[src/rtl/tea_pkg.sv]
// Shared constants, FSM state type and round helpers for the TEA/XTEA core.
package tea_pkg;

    localparam logic [31:0] DELTA = 32'h9E3779B9;

    typedef enum logic [1:0] {
        IDLE = 2'd0,
        RUN  = 2'd1,
        HOLD = 2'd2
    } state_t;

    function automatic logic [31:0] init_dec_sum(input int unsigned rounds);
        return DELTA * rounds;
    endfunction

    function automatic logic [31:0] tea_f(
        input logic [31:0] v,
        input logic [31:0] ka,
        input logic [31:0] kb,
        input logic [31:0] s
    );
        return ((v << 4) + ka) ^ (v + s) ^ ((v >> 5) + kb);
    endfunction

    function automatic logic [31:0] xtea_mix(input logic [31:0] v);
        return ((v << 4) ^ (v >> 5)) + v;
    endfunction

    function automatic logic [31:0] key_word(
        input logic [127:0] k,
        input logic [1:0]   idx
    );
        return k[32*idx +: 32];
    endfunction

endpackage

[src/rtl/tea_round.sv]
// One combinational cipher round for a single 64-bit lane.
// Define TEA_CIPHER_CORE_XTEA_EN to select the XTEA round instead of TEA.
module tea_round
    import tea_pkg::*;
(
    input  logic         dec_i,
    input  logic [127:0] key_i,
    input  logic [31:0]  sum_i,
    input  logic [63:0]  blk_i,
    output logic [63:0]  blk_o
);

    logic [31:0] y;
    logic [31:0] z;
    logic [31:0] y1;
    logic [31:0] z1;
    logic [31:0] s_nxt;

    always_comb begin
        y     = blk_i[31:0];
        z     = blk_i[63:32];
        y1    = y;
        z1    = z;
        s_nxt = sum_i;
`ifdef TEA_CIPHER_CORE_XTEA_EN
        if (!dec_i) begin
            s_nxt = sum_i + DELTA;
            y1 = y + (xtea_mix(z) ^ (sum_i + key_word(key_i, sum_i[1:0])));
            z1 = z + (xtea_mix(y1) ^ (s_nxt + key_word(key_i, s_nxt[12:11])));
        end else begin
            s_nxt = sum_i - DELTA;
            z1 = z - (xtea_mix(y) ^ (sum_i + key_word(key_i, sum_i[12:11])));
            y1 = y - (xtea_mix(z1) ^ (s_nxt + key_word(key_i, s_nxt[1:0])));
        end
`else
        // Encrypt mixes with the already-advanced sum; decrypt with the current one.
        if (!dec_i) begin
            s_nxt = sum_i + DELTA;
            y1 = y + tea_f(z, key_i[31:0], key_i[63:32], s_nxt);
            z1 = z + tea_f(y1, key_i[95:64], key_i[127:96], s_nxt);
        end else begin
            z1 = z - tea_f(y, key_i[95:64], key_i[127:96], s_nxt);
            y1 = y - tea_f(z1, key_i[31:0], key_i[63:32], s_nxt);
        end
`endif
        blk_o = {z1, y1};
    end

endmodule

[src/rtl/tea_cipher_core.sv]
// Multi-lane iterative TEA block cipher core, one round per cycle.
// Define TEA_CIPHER_CORE_XTEA_EN to build the XTEA variant.
module tea_cipher_core
    import tea_pkg::*;
#(
    parameter int LANES  = 2,
    parameter int ROUNDS = 32
) (
    input  logic                  clock,
    input  logic                  reset,
    input  logic                  in_valid,
    output logic                  in_ready,
    input  logic                  decrypt,
    input  logic [127:0]          key_in,
    input  logic [64*LANES-1:0]   data_in,
    output logic [64*LANES-1:0]   data_out,
    output logic                  out_valid,
    input  logic                  out_ready
);

    localparam logic [6:0] LAST = 7'(ROUNDS - 1);

    state_t              state_q, state_d;
    logic [6:0]          cnt_q, cnt_d;
    logic [31:0]         sum_q, sum_d;
    logic [127:0]        key_q, key_d;
    logic                dec_q, dec_d;
    logic [64*LANES-1:0] blk_q, blk_d;
    logic [64*LANES-1:0] dout_q, dout_d;
    logic [64*LANES-1:0] rnd;

    for (genvar l = 0; l < LANES; l++) begin : g_lane
        tea_round u_round (
            .dec_i (dec_q),
            .key_i (key_q),
            .sum_i (sum_q),
            .blk_i (blk_q[64*l +: 64]),
            .blk_o (rnd[64*l +: 64])
        );
    end

    always_comb begin
        state_d = state_q;
        cnt_d   = cnt_q;
        sum_d   = sum_q;
        key_d   = key_q;
        dec_d   = dec_q;
        blk_d   = blk_q;
        dout_d  = dout_q;
        unique case (state_q)
            IDLE: begin
                if (in_valid) begin
                    blk_d   = data_in;
                    key_d   = key_in;
                    dec_d   = decrypt;
                    cnt_d   = '0;
                    sum_d   = decrypt ? init_dec_sum(ROUNDS) : '0;
                    state_d = RUN;
                end
            end
            RUN: begin
                blk_d = rnd;
                sum_d = dec_q ? sum_q - DELTA : sum_q + DELTA;
                cnt_d = cnt_q + 7'd1;
                // Output register only moves on the final round.
                if (cnt_q == LAST) begin
                    dout_d  = rnd;
                    state_d = HOLD;
                end
            end
            HOLD: begin
                if (out_ready) state_d = IDLE;
            end
            default: state_d = IDLE;
        endcase
    end

    always_ff @(posedge clock) begin
        if (reset) begin
            state_q <= IDLE;
            cnt_q   <= '0;
            sum_q   <= '0;
            key_q   <= '0;
            dec_q   <= 1'b0;
            blk_q   <= '0;
            dout_q  <= '0;
        end else begin
            state_q <= state_d;
            cnt_q   <= cnt_d;
            sum_q   <= sum_d;
            key_q   <= key_d;
            dec_q   <= dec_d;
            blk_q   <= blk_d;
            dout_q  <= dout_d;
        end
    end

    assign in_ready  = (state_q == IDLE);
    assign out_valid = (state_q == HOLD);
    assign data_out  = dout_q;

endmodule

[config.mk]
export PLATFORM = sky130hd
export DESIGN_NAME = tea_cipher_core
export DESIGN_NICKNAME = d
export VERILOG_FILES = /design/src/rtl/tea_pkg.sv /design/src/rtl/tea_round.sv /design/src/rtl/tea_cipher_core.sv
export SDC_FILE = /design/constraint.sdc
export NUM_CORES = 2
export LEC_CHECK = 0
export CAP_MARGIN = 25
export CORE_MARGIN = 2
export CORE_UTILIZATION = 32
export DETAILED_ROUTE_END_ITERATION = 8
export PLACE_DENSITY = 0.59
export RECOVER_POWER = 50
export SLEW_MARGIN = 20
export SYNTH_ARGS = -nofsm -noshare
export SYNTH_HDL_FRONTEND = slang
export SYNTH_SLANG_ARGS = --single-unit
[constraint.sdc]
create_clock -name clock -period 25.7 [get_ports clock]
set_input_delay 5.14 -clock clock [delete_from_list [all_inputs] [get_ports clock]]
set_output_delay 5.14 -clock clock [all_outputs]
set_load 0.02 [all_outputs]
==> After elaboration in Yosys (flattened, before gate mapping) <==
Index checks and enable logic that the tools add are counted.
{ "totals": {"reg_bits": 426, "inputBits": 261, "output_inout_bits": 130, "wordCells": 86} }
{ "classes": {"n_addsub": 35, "eq_ne": 6, "n_mux": 16, "n_bitwise": 16, "reduce_logical": 6} }
{ "ops": {"columns": ["operator", "n"], "rows": [
  ["$add A32 B32 Y32", 20],
  ["$xor A32 B32 Y32", 16],
  ["$add A27 B32 Y32", 8],
  ["$pmux W128 S2", 1],
  ["$mux W32", 7],
  ["$mux W128", 1],
  ["$sub A32 B32 Y32", 4],
  ["$pmux W32 S2", 1],
  ["$add A32 B32 Y32 const B", 1],
  ["$sub A32 B32 Y32 const B", 1],
  ["$pmux W7 S2", 1],
  ["$add A7 B1 Y7 const B", 1],
  ["$eq A7 B5 Y1 const B", 1],
  ["$mux W7", 1],
  ["$mux W2", 3],
  ["$pmux W2 S3", 1],
  ["$reduce_and A2 Y1", 3],
  ["$ne A2 B2 Y1 const B", 2],
  ["$reduce_and A3 Y1", 1],
  ["$eq A2 B1 Y1 const B", 1],
  ["$eq A2 B2 Y1 const B", 1],
  ["$logic_not A2 Y1", 1],
  ["$ne A2 B1 Y1 const B", 1],
  ["$reduce_bool A2 Y1", 1]
]} }

==> Longest topological paths before layout <==
{ "logic_depth": {"ltp_word": 11, "mapped_depth": 50, "depth_no_buf": 50} }

==> Hierarchy <==
A second synthesis with hierarchy kept.
{ "unflattened": {"hier_cells": 8787, "hier_area_um2": 66218.5} }
{ "by_module_without_submodules": {"columns": ["mod", "instances", "cells_each", "area_per_inst_um2", "seq_area_each_um2"], "rows": [
  ["tea_round (g_lane[0].u_round)", 1, 3333, 24956.4, 0.0],
  ["tea_round (g_lane[1].u_round)", 1, 3220, 24323.3, 0.0],
  ["tea_cipher_core", 1, 2234, 16938.7, 8528.2]
]} }

==> Worst setup path after synthesis <==
No wires, ideal clock.
{ "synth_path": {"path_kind": "reg2reg", "from": "register sum_q[1]", "to": "register blk_q[126]", "setup_time_ns": 0.122, "t_arrival_ns": 9.653, "t_required_ns": 25.578, "setup_slack_ns": 15.925, "stages_incl_launch_ff": 45, "path_buffers": 0, "synth_period_minus_slack_ns": 9.775, "path_cell_list": "dfxtp_1 ha_1 a21o_1 nor3_1 o21ai_0 nand2_1 ha_1 a21o_1 a21o_1 a2111oi_0 nor2_1 a21o_1 o41a_1 a31oi_1 xnor2_1 xnor2_1 ha_1 and3_1 [9 not listed] a31o_2 and2_1 o21ai_0 nand2b_1 xnor2_1 ha_1 and3_1 a22o_1 or4_1 a221o_1 nor3_1 o31ai_1 a41o_1 o41ai_1 o21ai_0 xor2_1 and3_1 a311o_1"} }
{ "synth_between": {"elab_chain_cells": 11, "word_cells_on_any_way": 17, "cone_classes": "add/sub (9); mux (2); bitwise (6)"} }
{ "synth_rtl": {"columns": ["element", "line", "text"], "rows": [
  ["from (decl)", "tea_cipher_core.sv:25", "logic [31:0] sum_q, sum_d;"],
  ["from (signal assigned)", "tea_cipher_core.sv:90", "sum_q <= sum_d;"],
  ["$add A32 B32 Y32", "tea_round.sv:38", "s_nxt = sum_i + DELTA;"],
  ["$add A32 B32 Y32", "tea_pkg.sv:22", "return ((v << 4) + ka) ^ (v + s) ^ ((v >> 5) + kb);"],
  ["$xor A32 B32 Y32 (2 in a row)", "tea_pkg.sv:22", null],
  ["$add A32 B32 Y32", "tea_round.sv:39", "y1 = y + tea_f(z, key_i[31:0], key_i[63:32], s_nxt);"],
  ["$add A32 B32 Y32", "tea_pkg.sv:22", null],
  ["$xor A32 B32 Y32 (2 in a row)", "tea_pkg.sv:22", null],
  ["$add A32 B32 Y32", "tea_round.sv:40", "z1 = z + tea_f(y1, key_i[95:64], key_i[127:96], s_nxt);"],
  ["$mux W32 *", "tea_round.sv:37", "if (!dec_i) begin"],
  ["$pmux W128 S2 *", "tea_cipher_core.sv:50", "unique case (state_q)"],
  ["to (signal assigned)", "tea_cipher_core.sv:93", "blk_q <= blk_d;"],
  ["to (decl)", "tea_cipher_core.sv:28", "logic [64*LANES-1:0] blk_q, blk_d;"]
]} }
Every way passes the cells marked *; elsewhere a longest branch is shown, timed or not.
A chain may end at the register's enable or synchronous reset.

==> Worst setup path in the final report <==
{ "layout_path": {"from": "input reset", "to": "register blk_q[100]"} }
{ "layout_rtl": {"columns": ["element", "line", "text"], "rows": [
  ["from (decl)", "tea_cipher_core.sv:10", "input logic reset,"]
]} }
No word-level cell between the ends.

==> reports/metrics.csv <==
metric;value;unit
Routed WL per cell;28.9;microns
Syn. warnings;0;
initial antenna violation count;4;
min cycle time layout;13.06;ns
Critical Path AT;13.48;ns
Die Ht;455;microns
GP Congestion;1.03;
area delta synth->final;15.8;%
Fmax achieved;0.0766;GHz
Setup CP Type;input pin to register;
IO Pins;391;
Total Routing Usage GR;31.4;%
Crit Reg-Reg Startpoint;sum_q[1]$_SDFFE_PP0P_;
Critical Path Source Type;input pin;
Synth Register Bits;426;
Tcrit/Tclk final;50.8;%
die area;207000;sq um
total CTS buffers;55;
most frequent cells in the layout;1,177 x xnor2_1, 982 x a21oi_1, 965 x ha_1;
CTS resizes;0;
CP Capture Type;register;
Core Area;202000;sq um
number of global-route vias before repair;63500;
I/O Buffers;390;
DR vias;68300;
largest net degree at the start of global routing;97;
RSZ-0062 raised after global routing;no;
register area share after synthesis;13.1;%
worst-margin pin slew;4.30;ns
clock latency on the worst-skew pair;0.79;ns
crit path launch;reset;
layout cells sized above 1;4.62;%
EDFF count, synth;0;
Reg clk slew, reported paths;0.06;ns
worst hold path class;register to register;
Initial Util;32.2;%
total gr overflow;0;
most common cell after layout, fill and taps aside;xnor2_1;
r2r worst-path depth;45;
routed wire length;338;mm
post-route ant nets;0;
final hold vios;0;
Critical Path RT;26.12;ns
count of final setup violators;0;
Synth async-reset ratio;0;%
status;complete, but fails checks;
Slew headroom;-187;%
first drt pass iteration count;6;
CTS tree;built;
standard-cell rows;165;
clk_skew;0.0870;ns
violated checks;max-capacitance violations, max-slew violations;
cts hold-fix bufs;0;
setup TNS;0;ns
Max FO, Critical Path;96;
Detailed Place HPWL;280;mm
clk buf depth;3;
pins over their slew limit;455;
Post-Synthesis Cells;8512;
Max-cap violations;9;
syn avg cell area;7.64;sq um
synthesized area;65000;sq um
Die Width;455;microns
DRC Markers;0;
Post-CTS Setup Repair Bufs;0;
syn_nets;9770;
Critical Path End;blk_q[100]$_SDFFE_PP0P_;
first-pass GRT wire length;471;mm
top_reg_cell synth;dfxtp_1;
Nets;10200;
DR iter-0 viols;7632;
FF-to-FF setup slack;12.74;ns
Clock Sinks;426;
Root Buffer;clkbuf_16;
vias per cell;5.85;
RR Endpoint;data_out[127]$_SDFFE_PP0P_;
H-Tree Depth;2;
Cell variety after synth;91;
state kept, by name (all words and copies together), names as in the netlist:
signal    cells
blk_q       128
data_out    128
key_q       128
sum_q        32
cnt_q         7
state_q       2
dec_q         1
metal layers:
metal	track usage (%)	vias up	part of all wire (%)
li1	-	31900	-
met1	41.7	32500	43
met2	48.2	3182	42
met3	4.42	676	7.2
met4	18.4	4	7.2
met5	0	-	0.0095
through the flow:
step | worst slack, ns | hold WS, ns | util, % | instances | cell area, sq um
after floorplan | 15.93 | 0.448 | - | 8512 | 65000
final | 12.64 | 0.451 | 37.2 | 11700 | 75200
after global routing | 12.08 | 0.471 | 37.2 | 11700 | 75200
after detailed placement | 13.37 | 0.449 | 36.2 | 11600 | 73200
after global placement | 13.22 | 0.446 | 36.2 | 11600 | 73100
after CTS | 13.29 | 0.458 | 37.2 | 11700 | 75200
layout make-up:
| class | count | area, sq um |
|---|---|---|
| clock inverters | 38 | 561 |
| multi-input cells | 7590 | 54700 |
| diodes | 2 | 5.00 |
| fillers | 21100 | 127000 |
| clock buffers | 64 | 1470 |
| inverters | 246 | 926 |
| flip-flops and latches | 426 | 8530 |
| repair buffers | 632 | 5730 |
| well taps | 2672 | 3340 |
synthesized netlist by cell type (118+ instances only):
library cell     n  share of area (%)
xor2_1         243                3.3
a211oi_1       122                1.4
o21bai_1       122                1.4
nor2_1         671                3.9
a21o_1         490                5.7
o21a_1         118                1.4
ha_1           965                 19
xnor2_1       1181                 16
o21ai_0        471                3.6
nor3_1         120               0.92
inv_1          246                1.4
clkbuf_1       216                1.2
nand2_1        765                4.4
a21oi_1        982                7.6
dfxtp_1        426                 13
nand3_1        142                1.1
worst min-delay path by stage:
stage / from / end / slack, ns / cells past startpoint
after global routing: data_out[113]$_SDFFE_PP0P_ / data_out[113]$_SDFFE_PP0P_ / 0.47 / 2
after CTS: data_out[113]$_SDFFE_PP0P_ / data_out[113]$_SDFFE_PP0P_ / 0.46 / 2
after floorplan: key_q[95]$_SDFFE_PP0P_ / key_q[95]$_SDFFE_PP0P_ / 0.45 / 2
after detailed placement: data_out[113]$_SDFFE_PP0P_ / data_out[113]$_SDFFE_PP0P_ / 0.45 / 2
final: data_out[113]$_SDFFE_PP0P_ / data_out[113]$_SDFFE_PP0P_ / 0.45 / 2
after global placement: key_q[119]$_SDFFE_PP0P_ / key_q[119]$_SDFFE_PP0P_ / 0.45 / 2
cell families (layout without fill, tap and decap cells):
logic type                 Yosys count  after routing  synth area share [%]
AOI/OAI and AO/OA                 2911           2911                  28.6
xor gates and xnor gates          1440           1440                  19.7
adders and majority gates          997            997                  19.6
buffers and inverters              496            980                  2.89
DFF                                426            426                  13.1
muxes                               54             54                 0.860
other                                0              2                     0
and+or+nand+nor                   2188           2188                  15.2
critical path, cell delays in order:
cell and delay [ns]:
clkbuf_1 2.63, clkbuf_1 2.28, clkbuf_1 3.15, nor2_1 0.15
Power is not shown: default switching activity piles up to over one toggle a cycle in this logic, so the estimate is an artifact.
